**src/rtl/logicnet_readout_pkg.sv**
```systemverilog
// Shared widths, types and logit unpacking for the LogicNets argmax readout.
package logicnet_readout_pkg;

  localparam int N_CLASS = 5;
  localparam int LOGIT_W = 3;
  localparam int IDX_W   = 3;
  localparam int VEC_W   = N_CLASS * LOGIT_W;
  localparam int EQ_W    = $clog2(N_CLASS + 1);

  typedef logic [LOGIT_W-1:0] logit_t;
  typedef logic [IDX_W-1:0]   class_idx_t;
  typedef logic [VEC_W-1:0]   vec_t;
  typedef logic [EQ_W-1:0]    eq_cnt_t;

  typedef struct packed {
    class_idx_t cls;
    logit_t     max;
    logic       tie;
  } decision_t;

  function automatic logit_t unpack_logit(vec_t vec, int unsigned k);
    return vec[k*LOGIT_W +: LOGIT_W];
  endfunction

endpackage

```
**src/rtl/logicnet_argmax_tree.sv**
```systemverilog
// Combinational argmax over the packed logits: lowest index wins a tie, plus a tie flag.
module logicnet_argmax_tree
  import logicnet_readout_pkg::*;
(
  input  vec_t      vec_i,
  output decision_t dec_o
);

  logit_t     best;
  class_idx_t best_idx;
  eq_cnt_t    n_eq;

  always_comb begin
    // NOTE: every variable gets a value before any branch, so no latch can be inferred.
    best     = unpack_logit(vec_i, 0);
    best_idx = '0;
    n_eq     = '0;
    // Strict greater-than keeps the earliest index among equal maxima.
    for (int k = 1; k < N_CLASS; k++) begin
      if (unpack_logit(vec_i, k) > best) begin
        best     = unpack_logit(vec_i, k);
        best_idx = class_idx_t'(k);
      end
    end
    for (int k = 0; k < N_CLASS; k++) begin
      if (unpack_logit(vec_i, k) == best) n_eq = n_eq + eq_cnt_t'(1);
    end
    dec_o = '{cls: best_idx, max: best, tie: (n_eq >= eq_cnt_t'(2))};
  end

endmodule

```
**src/rtl/logicnet_argmax_readout.sv**
```systemverilog
// Two-stage valid/ready pipeline: S1 holds the M1 vector, S2 holds the argmax decision.
module logicnet_argmax_readout
  import logicnet_readout_pkg::*;
#(
  parameter int CNT_W = 16
) (
  input  logic               clk,
  input  logic               rst,
  input  logic               in_valid,
  output logic               in_ready,
  input  logic [VEC_W-1:0]   in_data,
  output logic               out_valid,
  input  logic               out_ready,
  output logic [IDX_W-1:0]   out_class,
  output logic [LOGIT_W-1:0] out_max,
  output logic               out_tie,
  output logic [CNT_W-1:0]   result_count
);

  logic       s1_valid_q, s1_valid_d;
  vec_t       s1_data_q,  s1_data_d;
  logic       s2_valid_q, s2_valid_d;
  decision_t  dec_q,      dec_d;
  logic [CNT_W-1:0] count_q, count_d;

  logic       s1_take, s2_take;
  decision_t  tree_dec;

  logicnet_argmax_tree u_tree (
    .vec_i (s1_data_q),
    .dec_o (tree_dec)
  );

  // in_ready depends combinationally on out_ready so a full pipe can still stream.
  assign s2_take  = !s2_valid_q || out_ready;
  assign s1_take  = !s1_valid_q || s2_take;
  assign in_ready = s1_take;

  always_comb begin
    s1_valid_d = s1_valid_q;
    s1_data_d  = s1_data_q;
    s2_valid_d = s2_valid_q;
    dec_d      = dec_q;
    count_d    = count_q;
    if (s1_take) begin
      s1_valid_d = in_valid;
      if (in_valid) s1_data_d = in_data;
    end
    if (s2_take) begin
      s2_valid_d = s1_valid_q;
      if (s1_valid_q) dec_d = tree_dec;
    end
    if (s2_valid_q && out_ready) count_d = count_q + CNT_W'(1);
  end

  always_ff @(posedge clk) begin
    // NOTE: non-blocking assignments so every register samples the pre-edge values.
    if (rst) begin
      // NOTE: the data registers are cleared too; valid bits alone would suffice, but
      // defined contents keep out_* at zero after reset and stop X reaching the tree.
      s1_valid_q <= 1'b0;
      s1_data_q  <= '0;
      s2_valid_q <= 1'b0;
      dec_q      <= '0;
      count_q    <= '0;
    end else begin
      s1_valid_q <= s1_valid_d;
      s1_data_q  <= s1_data_d;
      s2_valid_q <= s2_valid_d;
      dec_q      <= dec_d;
      count_q    <= count_d;
    end
  end

  assign out_valid    = s2_valid_q;
  assign out_class    = dec_q.cls;
  assign out_max      = dec_q.max;
  assign out_tie      = dec_q.tie;
  assign result_count = count_q;

endmodule

```
**config.mk**
```make
export PLATFORM = sky130hd
export DESIGN_NAME = logicnet_argmax_readout
export DESIGN_NICKNAME = d
export VERILOG_FILES = /design/src/rtl/logicnet_readout_pkg.sv /design/src/rtl/logicnet_argmax_tree.sv /design/src/rtl/logicnet_argmax_readout.sv
export SDC_FILE = /design/constraint.sdc
export NUM_CORES = 1
export LEC_CHECK = 0
export ABC_AREA = 1
export ABC_CLOCK_PERIOD_IN_PS = 7900
export BUFFER_PORTS_ARGS = -buffer_cell sky130_fd_sc_hd__buf_2
export CORE_MARGIN = 8
export CORE_UTILIZATION = 50
export DETAILED_ROUTE_END_ITERATION = 16
export PLACE_DENSITY = 0.72
export REMOVE_ABC_BUFFERS = 1
export SYNTH_ARGS = -nofsm -noshare
export SYNTH_HDL_FRONTEND = slang
export SYNTH_SLANG_ARGS = --single-unit
```
**constraint.sdc**
```tcl
create_clock -name clk -period 7.9 [get_ports clk]
set_clock_uncertainty 0.15 [all_clocks]
set_input_delay 0.79 -clock clk [delete_from_list [all_inputs] [get_ports clk]]
set_output_delay 0.79 -clock clk [all_outputs]
set_load 0.02 [all_outputs]
```
Yosys cells after proc, flatten, opt, wreduce, memory -nomap -nowiden. Index checks and enable logic that the tools add are counted. W data, S select, Z words.

Bits of input ports: 19. Register bits after elaboration: 40.

Eq/ne operators: 5. $lt $le $gt $ge: 5. $add $sub $neg: 5. Reductions and logical operators: 7. Multiplexer cells: 13.

Operators by type and width (count): $mux W3 (9); $add A16 B1 Y16 const B (1); $eq A3 B3 Y1 (5); $gt A3 B3 Y1 (4); $add A3 B1 Y3 const B (3); $mux W2 (2); $reduce_and A2 Y1 (2); $ge A3 B2 Y1 const B (1); $add A1 B1 Y2 const B (1); $logic_not A1 Y1 (2); $logic_or A1 B1 Y1 (2); $mux W1 (2); $logic_and A1 B1 Y1 (1).

Logic depth before layout (Yosys ltp).
Depth in word-level cells: 19. Gate-level depth with buffers: 55. Depth with buffers taken out: 55.

By module. From an unflattened synthesis, not the netlist that was laid out.

Cell total of the unflattened synthesis: 405. Area, all modules: 2771.4 sq um.

By module, submodules not included: logicnet_argmax_readout (sequential area each 800.8 sq um, times used 1, cells each 229, area an instance 1636.6 sq um); logicnet_argmax_tree (sequential area each 0.0 sq um, times used 1, cells each 176, area an instance 1134.8 sq um).

Least setup slack after synthesis. Ideal clock, no wire load.

Kind: register to register. Start: register s1_data_q[2]. End: register dec_q (netlist bit out_tie). Data arrival time: 5.762 ns. Cell stages (with the launch flop): 51. Buffers on the path: 0. Setup time: 0.117 ns. Required time: 7.633 ns. Path slack: 1.871 ns. Clock period less this slack: 6.029 ns. Path through: dfxtp_1 -> inv_1 -> ha_1 -> a21oi_2 -> nand2_2 -> nand2_1 -> nand2_1 -> ha_1 -> nand2_2 -> o21ai_2 -> nand2_4 -> clkinv_4 -> nand2_1 -> nand2_1 -> inv_1 -> ha_1 -> nand2_1 -> nor2_1 -> [... 15 more ...] -> nand2_1 -> nor2_1 -> ha_1 -> xnor2_2 -> ha_1 -> inv_1 -> nand2_1 -> nand2_1 -> inv_1 -> ha_1 -> nand3_1 -> inv_1 -> nand2_1 -> nand2_1 -> nand2_1 -> nand3_1 -> nor2_1 -> nor2_1.

Longest elaborated chain between the ends: 19. Elaborated cells on any way between the ends: 23. Those cells by class: add/sub (4); order compare (5); eq/ne (5); mux (9).

RTL lines: start: declaration (line logicnet_argmax_readout.sv:21) `vec_t s1_data_q, s1_data_d;`; start signal: assignment (line logicnet_argmax_readout.sv:68) `s1_data_q <= s1_data_d;`; $gt A3 B3 Y1 (line logicnet_argmax_tree.sv:20) `if (unpack_logit(vec_i, k) > best) begin`; $mux W3 (line logicnet_argmax_tree.sv:20); $gt A3 B3 Y1 (line logicnet_argmax_tree.sv:20); $mux W3 (line logicnet_argmax_tree.sv:20); $gt A3 B3 Y1 (line logicnet_argmax_tree.sv:20); $mux W3 (line logicnet_argmax_tree.sv:20); $gt A3 B3 Y1 (line logicnet_argmax_tree.sv:20); $mux W3 (line logicnet_argmax_tree.sv:20); [... 3 more ...]; $mux W3 (line logicnet_argmax_tree.sv:26) `if (unpack_logit(vec_i, k) == best) n_eq = n_eq + eq_cnt_t'(1);`; $add A3 B1 Y3 (line logicnet_argmax_tree.sv:26); $mux W3 (line logicnet_argmax_tree.sv:26); $add A3 B1 Y3 (line logicnet_argmax_tree.sv:26); $mux W3 (line logicnet_argmax_tree.sv:26); $add A3 B1 Y3 (line logicnet_argmax_tree.sv:26); $mux W3 * (line logicnet_argmax_tree.sv:26); $ge A3 B2 Y1 * (line logicnet_argmax_tree.sv:28) `dec_o = '{cls: best_idx, max: best, tie: (n_eq >= eq_cnt_t'(2))};`; end signal: assignment (line logicnet_argmax_readout.sv:64) `dec_q <= '0;`; end signal: assignment (line logicnet_argmax_readout.sv:70) `dec_q <= dec_d;`; end: declaration (line logicnet_argmax_readout.sv:23) `decision_t dec_q, dec_d;`.

Mark *: on every way between the ends. The rest lies on a longest branch, timed or not. A chain may end at the register's enable or synchronous reset.

Final worst setup path.
Start: register s1_data_q[1]. End: register dec_q (netlist bit out_tie).

The elaborated chain is that of the path after synthesis.

==> impl_metrics.csv <==
group,metric,value,unit
synth,syn_area_per_cell,6.82,um^2
worst_setup_path,r2r-start,"s1_data_q[1]",
floorplanning,fp.dieH,88.5,um
synth,synth_warnings,0,
min_path,holdPathStages,2,
finish,diodes,0,
timing,finalSetupViolations,0,
finish,layout_common_cells,"77 x nand2_1, 51 x inv_1, 43 x nand3_1, 43 x buf_2, 40 x dfxtp_1",
global_routing,grt.total_usage,17.8,%
pwr,p_total,0.00114,W
synth,synth.cell_area,2630,um^2
global_routing,overflow,0,
worst_setup_path,r2r_end,"out_tie",
timing,finalSetupTns,0,ns
timing,maxSlewViolCount,0,
worst_setup_path,cp_data_arrival_time,6.77,ns
finish,final_cells,500,
clock_tree,cts-buffers-inserted,5,
detailed_routing,routedWlPerCell,12.6,um
detailed_routing,vias,2565,
finish,drive_gt1_share,19.1,%
detailed_routing,postRouteAntennaNets,0,
clock_tree,clk_pin_slew,0.09,ns
placed_design,dp_cells,492,
detailed_routing,viasPerCell,5.13,
worst_setup_path,worstPathMaxFanout,9,
worst_setup_path,slowest_delay,0.33,ns
worst_setup_path,crit_slowest_cell,"dfxtp_1",
detailed_routing,drtIter0Drc,92,
min_path,timing.hold.worst.class,"reg -> reg",
run_status,status,"finished, final reports clean",
timing,holdWs,0.321,ns
clock_tree,clk-insertion-delay-late,0.31,ns
clock_tree,cts.path.max_buffers,2,
min_path,min_to,"result_count[15]",
global_routing,grt_max_degree,32,
global_routing,grt_pass1_vias,2497,
floorplanning,rows,26,
timing,tightest_slew,0.870,ns
pwr,ir_drop,0.163,mV
worst_setup_path,r2r_cells,51,
timing,min_period,6.71,ns
clock_tree,cts_tree,"built",
global_routing,grt_first_pass_wirelength,11000,um
worst_setup_path,cp-start-kind,"flip-flop",
timing,final_hold_viol_count,0,
placed_design,dp_slack,1.19,ns
synth,ys_seq_area_share,30.5,%
timing,finalCritPeriodShare,85.0,%
clock_tree,htree_levels,2,
synth,ys_types,31,
worst_setup_path,reg2reg_slack,1.19,ns
floorplanning,die-area,7830,um^2
worst_setup_path,cp-end-kind,"flip-flop",
worst_setup_path,cpLargestDelayFamily,"simple AND/OR/NAND/NOR gates",
timing,rsz0062_at_grt,"false",
finish,fin_nets,465,
timing,clock.fmax,0.149,GHz
detailed_routing,drc,0,
synth,ys_seq_elements,40,
detailed_routing,wl,6320,um
finish,syn2layout_area_growth,15.1,%
worst_setup_path,critical_path_required,7.95,ns
floorplanning,num_io_pins,44,
min_path,worstHoldStart,"result_count[15]",
floorplanning,initial_utilization,51.8,%
job,drv_cap,0,
pwr,leakage,1.48,nW
worst_setup_path,crit_buf_inv,7,
finish,nFillCells,518,
placed_design,gp_congestion,0.924,
worst_setup_path,worstSetupPathType,"reg -> reg",
placed_design,place_hpwl,5010,um
clock_tree,cts_num_sinks,40,
clock_tree,hold_buffers,0,
pwr,power.density,378,nW/um^2
synth,syn_inst,385,
timing,fin_ws,1.19,ns
global_routing,antenna_found_initial,0,
finish,final_common_cell,"nand2_1",
clock_tree,cts_setup_buffers,0,
floorplanning,core_area,5070,um^2
clock_tree,root_buffer,"clkbuf_8",
placed_design,port_buffers,43,
worst_setup_path,path_common_cell,"nand2_1",
timing,max-slew-margin-rel,41.9,%
clock_tree,cts-resized-gates,0,
detailed_routing,firstDrtPassIters,4,
floorplanning,die_w,88.5,um
==> power by group <==
group	switching [W]	internal, W	leakage (nW)
Clock	0.0000830	0.0000953	0.0548
Sequential	0.0000100	0.000215	0.328
Combinational	0.000473	0.000266	1.10
Total	0.000566	0.000576	1.48
==> synthesized netlist by cell type (all sizes together) <==
| library cell | count | share of area, % |
|---|---|---|
| dfxtp | 40 | 30 |
| nor2 | 30 | 4.7 |
| ha | 17 | 8.1 |
| nand3 | 52 | 12 |
| xor2 | 6 | 2.0 |
| nor3b | 1 | 0.29 |
| nand3b | 1 | 0.29 |
| o21ai | 33 | 6.4 |
| nor4 | 1 | 0.24 |
| inv | 52 | 7.4 |
| nand2 | 90 | 14 |
| a21oi | 33 | 6.6 |
| nor2b | 1 | 0.24 |
| clkinv | 2 | 0.48 |
| o21a | 2 | 0.57 |
| nand4 | 10 | 2.4 |
| nor3 | 6 | 1.1 |
| clkbuf | 6 | 0.86 |
| or2 | 1 | 0.24 |
| xnor2 | 1 | 0.62 |
==> layer usage <==
layer / routed length, um / global-route usage (%)
met2: 3030 / 30.1
met3: 370 / 6.13
met5: 0 / 0
met4: 173 / 6.76
met1: 2750 / 20.0
==> cells by family after synthesis <==
family          synth area share, %
simple gates                   36.4
xor+xnor                       2.62
compound gates                 13.6
fa+ha+maj                      8.10
buf+inv                        8.77
flops                          30.5
==> layout make-up <==
type	count	area (um^2)	area share, %
Clock inverter	3	46.3	1.53
Clock buffer	5	68.8	2.28
Tap cell	70	87.6	2.90
Multi-Input combinational cell	285	1600	52.8
Sequential cell	40	801	26.5
Inverter	54	208	6.87
Timing Repair Buffer	43	215	7.12
==> sequential cells by signal, summed over array words and instances (netlist names) <==
signal	cells
out_valid	1
out_max	3
out_tie	1
out_class	3
s1_valid_q	1
s1_data_q	15
result_count	16
==> worst max path at each step <==
stage,end,depth (start not counted),slack [ns],startpoint
after floorplan,out_tie,50,1.87,s1_data_q[2]
after global placement,out_tie,51,1.44,s1_data_q[1]
after detailed placement,out_tie,51,1.19,s1_data_q[1]
after CTS,out_tie,51,1.17,s1_data_q[1]
after global routing,out_tie,54,0.38,s1_data_q[1]
final,out_tie,51,1.19,s1_data_q[1]
==> metrics by stage <==
step / util (%) / cell area [um^2]
2_1_floorplan: - / 2600
3_3_place_gp: 57.3 / 2910
3_5_place_dp: 57.3 / 2910
4_1_cts: 59.5 / 3020
5_1_grt: 59.5 / 3020
6_report: 59.5 / 3020
==> worst reg2reg max path: cells and delay by family, from the launching register on <==
kind	cells	cell delay [ns]
DFF	1	0.33
and+or+nand+nor	34	3.08
buffers and inverters	7	0.53
AOI/OAI and AO/OA	1	0.21
xor gates and xnor gates	2	0.36
adders and majority gates	7	1.95
Power figures use the tool's default switching activity.
